==> config.mk <==
export PLATFORM = sky130hd
export DESIGN_NAME = zcds3_stream_tx
export DESIGN_NICKNAME = d
export VERILOG_FILES = /design/src/rtl/zcds3_stream_tx.sv
export SDC_FILE = /design/constraint.sdc
export NUM_CORES = 1
export LEC_CHECK = 0
export ABC_AREA = 1
export BUFFER_PORTS_ARGS = -buffer_cell sky130_fd_sc_hd__buf_4
export CORE_UTILIZATION = 40
export DETAILED_ROUTE_END_ITERATION = 8
export SYNTH_ARGS = -nofsm -noshare
export SYNTH_HDL_FRONTEND = slang
export SYNTH_SLANG_ARGS = --single-unit
==> constraint.sdc <==
create_clock -name iClk -period 2.1 [get_ports iClk]
set_clock_uncertainty 0.1 [all_clocks]
set_input_delay 0.21 -clock iClk [delete_from_list [all_inputs] [get_ports iClk]]
set_output_delay 0.21 -clock iClk [all_outputs]
set_load 0.02 [all_outputs]
==> src/rtl/zcds3_stream_tx.sv <==
// CDS3 parallel-stream transmitter: pulls line payloads from a ping-pong RAM
// pair and regenerates PCLK, sync headers, payload bytes and blanking.
module zcds3_stream_tx #(
  parameter int CLK_DIV      = 3,
  parameter int LINE_BYTES   = 1024,
  parameter int FRAME_LINES  = 192,
  parameter int GAP_BYTES    = 16,
  parameter int PAYLOAD_BASE = 8
) (
  input  logic        iClk,
  input  logic        iRst_N,
  input  logic        iEn,
  output logic        oIR_PCLK,
  output logic [7:0]  oIR_Data,
  output logic        oRd_Which,
  output logic [13:0] oRd_Addr,
  output logic        oRd_En,
  input  logic [15:0] iRd_Data,
  input  logic [1:0]  iRAM_Data_Valid,
  output logic [1:0]  oRAM_Release,
  output logic        oTx_Frame_Start,
  output logic        oTx_Line_Done,
  output logic        oTx_Frame_Done,
  output logic        oUnderrun
);

  localparam logic [8:0]  SLOT_LAST = 9'(2 * CLK_DIV - 1);
  localparam logic [8:0]  RISE_AT   = 9'(CLK_DIV - 1);
  localparam logic [15:0] PAY_LAST  = 16'(LINE_BYTES - 1);
  localparam logic [15:0] GAP_LAST  = 16'(GAP_BYTES - 1);
  localparam logic [15:0] LAST_LINE = 16'(FRAME_LINES - 1);
  localparam logic [13:0] ADDR_BASE = 14'(PAYLOAD_BASE);

  typedef enum logic [2:0] {S_WAIT, S_FHDR, S_LHDR, S_PAY, S_GAP} state_t;

  // Frame header: three FF 00 00 xx groups with B6, AB, 9D tags.
  function automatic logic [7:0] frame_hdr_byte(input logic [15:0] idx);
    case (idx[3:0])
      4'd0, 4'd4, 4'd8: return 8'hFF;
      4'd3:             return 8'hB6;
      4'd7:             return 8'hAB;
      4'd11:            return 8'h9D;
      default:          return 8'h00;
    endcase
  endfunction

  state_t      r_state, w_nstate;
  logic [15:0] r_idx, w_nidx;
  logic [15:0] r_line, w_nline;
  logic [8:0]  r_cnt;
  logic        r_which, w_nwhich;
  logic [13:0] r_addr;
  logic        r_rd_en, r_cap;
  logic        r_pclk;
  logic [7:0]  r_data, w_nbyte;
  logic [15:0] r_hold;
  logic [1:0]  r_release, w_rel;
  logic        r_frame_start, r_line_done, r_frame_done, r_underrun;
  logic        w_fs, w_ld, w_fd, w_ur, w_strobe, w_addr_rst;
  logic        w_slot_end;

  assign w_slot_end = iEn && (r_cnt == SLOT_LAST);

  // FSM state register: the state/index describe the slot currently on the bus.
  always_ff @(posedge iClk or negedge iRst_N) begin
    if (!iRst_N) begin
      r_state <= S_WAIT;
      r_idx   <= '0;
    end else if (w_slot_end) begin
      r_state <= w_nstate;
      r_idx   <= w_nidx;
    end
  end

  // Next-slot decode: state, byte to load, strobe and event pulses at slot end.
  always_comb begin
    w_nstate   = r_state;
    w_nidx     = r_idx + 16'd1;
    w_nline    = r_line;
    w_nwhich   = r_which;
    w_nbyte    = 8'h00;
    w_strobe   = 1'b0;
    w_addr_rst = 1'b0;
    w_rel      = 2'b00;
    w_fs       = 1'b0;
    w_ld       = 1'b0;
    w_fd       = 1'b0;
    w_ur       = 1'b0;
    case (r_state)
      S_WAIT: begin
        w_nidx     = '0;
        w_addr_rst = 1'b1;
        if (iRAM_Data_Valid[r_which]) begin
          if (r_line == '0) begin
            w_nstate = S_FHDR;
            w_fs     = 1'b1;
          end else begin
            w_nstate = S_LHDR;
          end
        end
      end
      S_FHDR: if (r_idx == 16'd11) begin w_nstate = S_LHDR; w_nidx = '0; end
      S_LHDR: if (r_idx == 16'd3)  begin w_nstate = S_PAY;  w_nidx = '0; end
      S_PAY: begin
        if (r_idx == PAY_LAST) begin
          w_nstate = S_GAP;
          w_nidx   = '0;
          w_ld     = 1'b1;
        end
      end
      S_GAP: begin
        if (r_idx == GAP_LAST) begin
          w_nstate       = S_WAIT;
          w_nidx         = '0;
          w_rel[r_which] = 1'b1;
          w_nwhich       = ~r_which;
          w_addr_rst     = 1'b1;
          if (r_line == LAST_LINE) begin
            w_fd    = 1'b1;
            w_nline = '0;
          end else begin
            w_nline = r_line + 16'd1;
          end
          w_ur = !iRAM_Data_Valid[w_nwhich] && (w_nline != '0);
        end
      end
      default: w_nstate = S_WAIT;
    endcase
    case (w_nstate)
      S_FHDR:  w_nbyte = frame_hdr_byte(w_nidx);
      S_LHDR:  w_nbyte = (w_nidx == 16'd0) ? 8'hFF : ((w_nidx == 16'd3) ? 8'h80 : 8'h00);
      S_PAY:   w_nbyte = w_nidx[0] ? r_hold[7:0] : r_hold[15:8];
      default: w_nbyte = 8'h00;
    endcase
    w_strobe = ((w_nstate == S_LHDR) && (w_nidx == 16'd3)) ||
               ((w_nstate == S_PAY) && w_nidx[0] && (w_nidx != PAY_LAST));
  end

  // Slot timer, PCLK, byte bus, read strobe/address, line counter and pulses.
  always_ff @(posedge iClk or negedge iRst_N) begin
    if (!iRst_N) begin
      r_cnt         <= '0;
      r_pclk        <= 1'b0;
      r_data        <= 8'h00;
      r_which       <= 1'b0;
      r_addr        <= '0;
      r_rd_en       <= 1'b0;
      r_cap         <= 1'b0;
      r_line        <= '0;
      r_release     <= 2'b00;
      r_frame_start <= 1'b0;
      r_line_done   <= 1'b0;
      r_frame_done  <= 1'b0;
      r_underrun    <= 1'b0;
    end else begin
      r_release     <= 2'b00;
      r_frame_start <= 1'b0;
      r_line_done   <= 1'b0;
      r_frame_done  <= 1'b0;
      r_underrun    <= 1'b0;
      if (iEn) begin
        r_cnt   <= w_slot_end ? 9'd0 : r_cnt + 9'd1;
        r_cap   <= r_rd_en;
        r_rd_en <= 1'b0;
        if (r_rd_en) r_addr <= r_addr + 14'd1;
        if (r_cnt == RISE_AT) r_pclk <= 1'b1;
        if (w_slot_end) begin
          r_pclk        <= 1'b0;
          r_data        <= w_nbyte;
          r_rd_en       <= w_strobe;
          r_which       <= w_nwhich;
          r_line        <= w_nline;
          r_release     <= w_rel;
          r_frame_start <= w_fs;
          r_line_done   <= w_ld;
          r_frame_done  <= w_fd;
          r_underrun    <= w_ur;
          if (w_addr_rst) r_addr <= ADDR_BASE;
        end
      end
    end
  end

  // Read data lands one cycle after the strobe is taken; hold it for the two byte slots.
  always_ff @(posedge iClk) begin
    if (iEn && r_cap) r_hold <= iRd_Data;
  end

  assign oIR_PCLK        = r_pclk;
  assign oIR_Data        = r_data;
  assign oRd_Which       = r_which;
  assign oRd_Addr        = r_addr;
  assign oRd_En          = r_rd_en;
  assign oRAM_Release    = r_release;
  assign oTx_Frame_Start = r_frame_start;
  assign oTx_Line_Done   = r_line_done;
  assign oTx_Frame_Done  = r_frame_done;
  assign oUnderrun       = r_underrun;

endmodule

# ---- After elaboration in Yosys (flattened, before gate mapping)
# Index checks and enable logic that the tools add are counted.
dict set report op_classes {
  n_reduce_logical 19
  muxes 57
  eq_ne 21
  n_addsub 4
  magnitude_cmp 3
  n_bitwise 1
}
# cell count
set ops {}
lappend ops {{two-way mux 16 bit} 7}
lappend ops {{case mux 16 bit (5 select lines)} 1}
lappend ops {{two-way mux 14 bit} 3}
lappend ops {{adder 16 x 1 -> 16 bit, second input constant} 2}
lappend ops {{== test 16 x 2 -> 1 bit, second input constant} 2}
lappend ops {{== test 16 x 4 -> 1 bit, second input constant} 2}
lappend ops {{logical NOT 16 bit} 2}
lappend ops {{case mux 8 bit (4 select lines)} 1}
lappend ops {{two-way mux 1 bit} 27}
lappend ops {{two-way mux 8 bit} 3}
lappend ops {{case mux 8 bit (3 select lines)} 1}
lappend ops {{== test 16 x 10 -> 1 bit, second input constant} 1}
lappend ops {{== test 16 x 8 -> 1 bit, second input constant} 1}
lappend ops {{inequality test 16 x 10 -> 1 bit, second input constant} 1}
lappend ops {{nonzero test 16 bit} 1}
lappend ops {{two-way mux 3 bit} 5}
lappend ops {{case mux 3 bit (5 select lines)} 1}
lappend ops {{adder 14 x 1 -> 14 bit, second input constant} 1}
lappend ops {{== test 3 x 2 -> 1 bit, second input constant} 4}
lappend ops {{two-way mux 2 bit} 5}
lappend ops {{adder 9 x 1 -> 9 bit, second input constant} 1}
lappend ops {{== test 9 x 2 -> 1 bit, second input constant} 1}
lappend ops {{== test 9 x 3 -> 1 bit, second input constant} 1}
lappend ops {{two-way mux 9 bit} 1}
lappend ops {{other kinds (19)} 30}
dict set report word_totals {
  elab_cells 121
  output_inout_bits 31
  inputBits 21
  regBits 92
}

# ---- Longest topological paths before layout
dict set report logic_depth {
  ltp_word 10
  mapped_depth 20
  mapped_depth_nobuf 19
}

# ---- Least setup slack after synthesis
# Ideal clock, no wire load.
dict set report synth_path {
  kind {register to register}
  startpoint {register r_idx[0]}
  endpoint {register r_data[7] (netlist: oIR_Data[7])}
  setup_ns 0.116
  synth_period_minus_slack_ns 2.150
  path_stages_with_launch 19
  slack_ns -0.050
  t_arrival_ns 1.934
  path_buffers 1
  required_ns 1.884
  cell_sequence {dfrtp_1 ha_1 nand3_2 inv_2 nand2_2 clkinv_2 nand2_4 nand2_4 nand2_2 clkinv_2 nand2_4 buf_12 nand3_1 nand3_2 nand3_1 nor2_1 nand2_1 nand2_1 nand2_1}
}
dict set report synth_via {
  elab_chain_len 7
  elab_cells_between_ends 32
  classes_between {add/sub: 1; eq/ne: 13; mux: 15; reduce/logical: 3}
}
# element line_no
set synth_lines {}
lappend synth_lines {{start: declaration} 48} ;# logic [15:0] r_idx, w_nidx;
lappend synth_lines {{start signal: assignment} 71} ;# r_idx <= w_nidx;
lappend synth_lines {{adder 16 x 1 -> 16 bit, or another cell as far along} 78} ;# w_nidx = r_idx + 16'd1;
lappend synth_lines {{two-way mux 16 bit, on equally long branches} --}
lappend synth_lines {{case mux 16 bit (5 select lines)} 89} ;# case (r_state)
lappend synth_lines {{== test 4 x 3 -> 1 bit, or another cell as far along} 38} ;# case (idx[3:0])
lappend synth_lines {{OR reduction 3 bit or two-way mux 8 bit (tied branches)} {38, 131}}
lappend synth_lines {{case mux 8 bit (4 select lines) or two-way mux 8 bit (tied branches)} {38, 131}}
lappend synth_lines {{case mux 8 bit (3 select lines) *} 129} ;# case (w_nstate)
lappend synth_lines {{end signal: assignment} 169} ;# r_data <= w_nbyte;
lappend synth_lines {{end: declaration} 55} ;# logic [7:0] r_data, w_nbyte;
# Every way passes the cells marked *; elsewhere a longest branch is shown, timed or not.
# A chain may end at the register's enable or synchronous reset.

# ---- Worst setup path after layout
dict set report layout_path {
  startpoint {register r_idx[7]}
  endpoint {register r_data[4] (netlist: oIR_Data[4])}
}
dict set report layout_via {
  elab_chain_len 7
  elab_cells_between_ends 30
  classes_between {add/sub: 1; eq/ne: 12; mux: 14; reduce/logical: 3}
}
# element line_no
set layout_lines {}
lappend layout_lines {{branches (longest 6 deep; another with adder 16 x 1 -> 16 bit)} --}
lappend layout_lines {{case mux 8 bit (3 select lines) *} 129}
# Every way passes the cells marked *.

==> summary.txt <==
STA
  – Fin. Hold Viols: 0
  – Crit path time final: about 2.4 ns
  – Final Cycle Share: 112%
  – Fmax: roughly 0.43 GHz
  – RSZ-0062 raised after global routing: yes
  – Final WS setup: -0.251 ns
  – Slew @ Worst Pin: a little under 0.6 ns
  – Final setup violation count: 22
  – Relative slew slack: 61.3%
  – Slew Limit Fails: 0

Route
  – Drt wl/cell: around 14 um
  – First DRT Iteration DRCs: ~350
  – DR DRC count: 0
  – Pre-Repair DR Iteration Count: 7
  – Vias per inst: around 5.0
  – Final antenna-violating net count: 0
  – Total wire length: 14300 um
  – Via count: ~5300

CTS
  – TritonCTS Buffers: 9
  – CTS tree: yes
  – Worst-Skew Late Latency: approximately 0.35 ns
  – Root buffer cell: clkbuf_16
  – Clock tree buffer depth: 2
  – Clk sinks: 92
  – CTS H-tree lvls: 3
  – Worst-path clk slew: ~0.06 ns

Finish
  – Storage element area: 0.00238 mm^2
  – Area occupied by multi-input gates: just under 0.003 mm^2
  – Fillers: between 1000 and 1500
  – Share of cells above drive strength 1: 32.7%
  – Commonest non-fill, non-tap cells in the layout: 167 x nand2_1, 156 x buf_4, 80 x inv_1, 75 x dfrtp_1, 57 x nor2_1
  – Final #Nets: about 900
  – Ant. Diodes: 0
  – Commonest non-fill, non-tap cell in the layout: nand2_1
  – Area Overhead vs Synth: 41.6%
  – Final Core Density: between 50% and 60%

Global routing
  – Largest net degree at the start of global routing: 37
  – Vias in the first global route: roughly 5100
  – GRT Util Overall: between 20% and 30%
  – First-pass GRT wire length: about 23000 um
  – Initial antenna violation count: 0
  – Gr ovfl total: 0

Power and ir drop
  – Power per cell area: between 500 and 600 mW/mm^2
  – VDD IR-drop max: between 400 and 500 uV
  – Leakage power: around 3.9 nW

Logic synthesis
  – Post-Synthesis Cells: around 700
  – Synth Net Count: around 730
  – Distinct cells, synth: 50
  – Yosys warns: 0
  – Synthesized cell area: roughly 0.0054 mm^2
  – Ys flop type: dfrtp_1
  – Sequential share of the synthesized area: a little over two fifths
  – Synth Area per Inst: approximately 7.8 um^2
  – EDFF count, synth: 16
  – Asr flop ratio synth: between 80% and 90%
  – Synth Register Bits: roughly 90

Worst setup path
  – Cell mode on critical path: nand2_2
  – CP delay by family, top: simple AND/OR/NAND/NOR gates
  – CP Launch Type: register
  – Capture point of the worst path: oIR_Data[4]
  – Critical Path RT: about 2.3 ns
  – Worst path bufs/invs: 3
  – Critical R2R Launch: r_idx[7]
  – Critical path fanouts, max: 7
  – CP startpoint: r_idx[7]
  – Max stage delay cell, worst path: dfrtp_1
  – WP depth: 17
  – CP arrival: roughly 2.5 ns
  – Crit end category: register
  – FF-to-FF path depth: 17
  – Worst-path cell chain: nor2_1, nand2_2, nor2_4, nand2_2, nand2_2, inv_2, nor2_4, buf_12, nand2_8, buf_12, o21ai_4, nand2_2, nor2_4, nand2_4, nand3_1, nand2_1, nand2_1
  – Path type of the worst setup path: register to register
  – CP peak stage delay: about 0.4 ns
  – Register-to-register setup slack: -0.25 ns
  – R2r endpoint: oIR_Data[4]

Placement
  – Post-place setup slack: -0.266 ns
  – Hpwl dp: ~9600 um
  – RePlAce Congestion: slightly below 0.9
  – IO buf count: 51

Floorplanning
  – FP Rows: 42
  – Core area: 0.0132 mm^2
  – Starting Density: roughly two fifths
  – Die X: 119 um
  – # IOs: 52
  – Die Y: approximately 120 um
  – DIE AREA: 0.0141 mm^2

Run status
  – Outcome: finished with violations
  – Failing checks: negative setup slack

Job
  – Max_cap viols: 0

Worst hold path
  – HP Class: input pin to register
## per-stage QoR
stage	cell area (um^2)	hold slack (ns)	setup TNS [ns]	instances	total power (W)
5_1_grt	7690	0.0412	-11.31	1056	0.00438
3_5_place_dp	6650	0.0865	-2.17	996	0.00263
2_1_floorplan	5460	-0.186	-0.0166	697	0.00240
3_3_place_gp	6650	0.0814	-1.64	996	0.00261
6_report	7690	0.0178	-3.43	1056	0.00419
4_1_cts	7320	0.00959	-0.889	1043	0.00420
## flip-flops by register name, summed over array words and instances (netlist names), 2 cells and up
register,flops
r_hold,16
oIR_Data,8
oRd_Addr,14
r_idx,16
r_cnt,9
r_line,16
r_state,3
oRAM_Release,2
## Yosys cell counts, drive strengths merged, types with 3 or more instances
library cell | count | area, um^2
nand4 | 10 | 62.6
nor2 | 85 | 369
o21bai | 3 | 22.5
o211ai | 6 | 45.0
clkbuf | 7 | 26.3
o21ai | 36 | 221
xor2 | 18 | 158
edfxtp | 16 | 480
or2 | 6 | 37.5
o31ai | 6 | 50.1
inv | 88 | 330
nand2 | 198 | 808
dfrtp | 76 | 1900
nand3 | 60 | 320
buf | 12 | 103
nor4 | 4 | 37.5
nor3b | 5 | 37.5
nor3 | 20 | 105
xnor2 | 4 | 35.0
a21oi | 12 | 60.1
ha | 8 | 100
## report_power, final
group          leakage (nW)  total (W)  switching [W]  internal (W)
registers              1.14    0.00202       0.000107       0.00192
logic                  2.59   0.000660       0.000371      0.000288
clock network         0.128    0.00150       0.000681      0.000823
## what timing repair did
action                                 CTS  global route
setup buffers                           14            11
setup endpoints to repair               10            31
endpoints found under the hold margin   43             0
cloned                                   2             3
hold buffers                            17             0
pin swaps                               16            29
resized for setup                       28            75
## tightest hold or removal path: cells and delay by family
kind	cells	cell delay, ns
AOI/OAI and AO/OA	1	0.06
and+or+nand+nor	1	0.03
buffers and inverters	2	0.13
## cell families after synthesis
logic type / after synthesis / share of synthesized area, %
adder cells (fa/ha/maj): 8 / 1.84
buffers and inverters: 109 / 8.64
XOR/XNOR: 22 / 3.55
AND/OR/NAND/NOR: 393 / 33.3
flip-flops: 92 / 43.9
AO/OA/AOI/OAI: 73 / 8.78
## final cells by class
cell class / count / area share [%]
Multi-Input combinational cell: 498 / 37.7
Sequential cell: 92 / 31.0
Timing Repair Buffer: 186 / 20.3
Inverter: 90 / 4.78
Clock buffer: 12 / 3.20
Tap cell: 176 / 2.86
Clock inverter: 2 / 0.179
## how the worst min path moves through the flow
stage / cells after the start / start / to
after floorplan: 0 / iRst_N / oIR_Data[0]
after global placement: 1 / iRst_N / r_idx[12]
after CTS: 4 / iRAM_Data_Valid[1] / oUnderrun
final: 4 / iRAM_Data_Valid[1] / oUnderrun
after global routing: 4 / iRAM_Data_Valid[1] / oUnderrun
after detailed placement: 1 / iRst_N / r_idx[7]
## metal layers
| layer | vias up | share of wire [%] | global-route usage (%) | routed length [um] |
|---|---|---|---|---|
| met4 | 0 | 1.8 | 8.70 | 252 |
| met5 | - | 0 | 0 | 0 |
| li1 | 2612 | - | - | - |
| met1 | 2490 | 44 | 26.0 | 6320 |
| met2 | 121 | 50 | 36.4 | 7200 |
| met3 | 31 | 3.7 | 2.75 | 528 |
(Power assumes the default switching activity.)
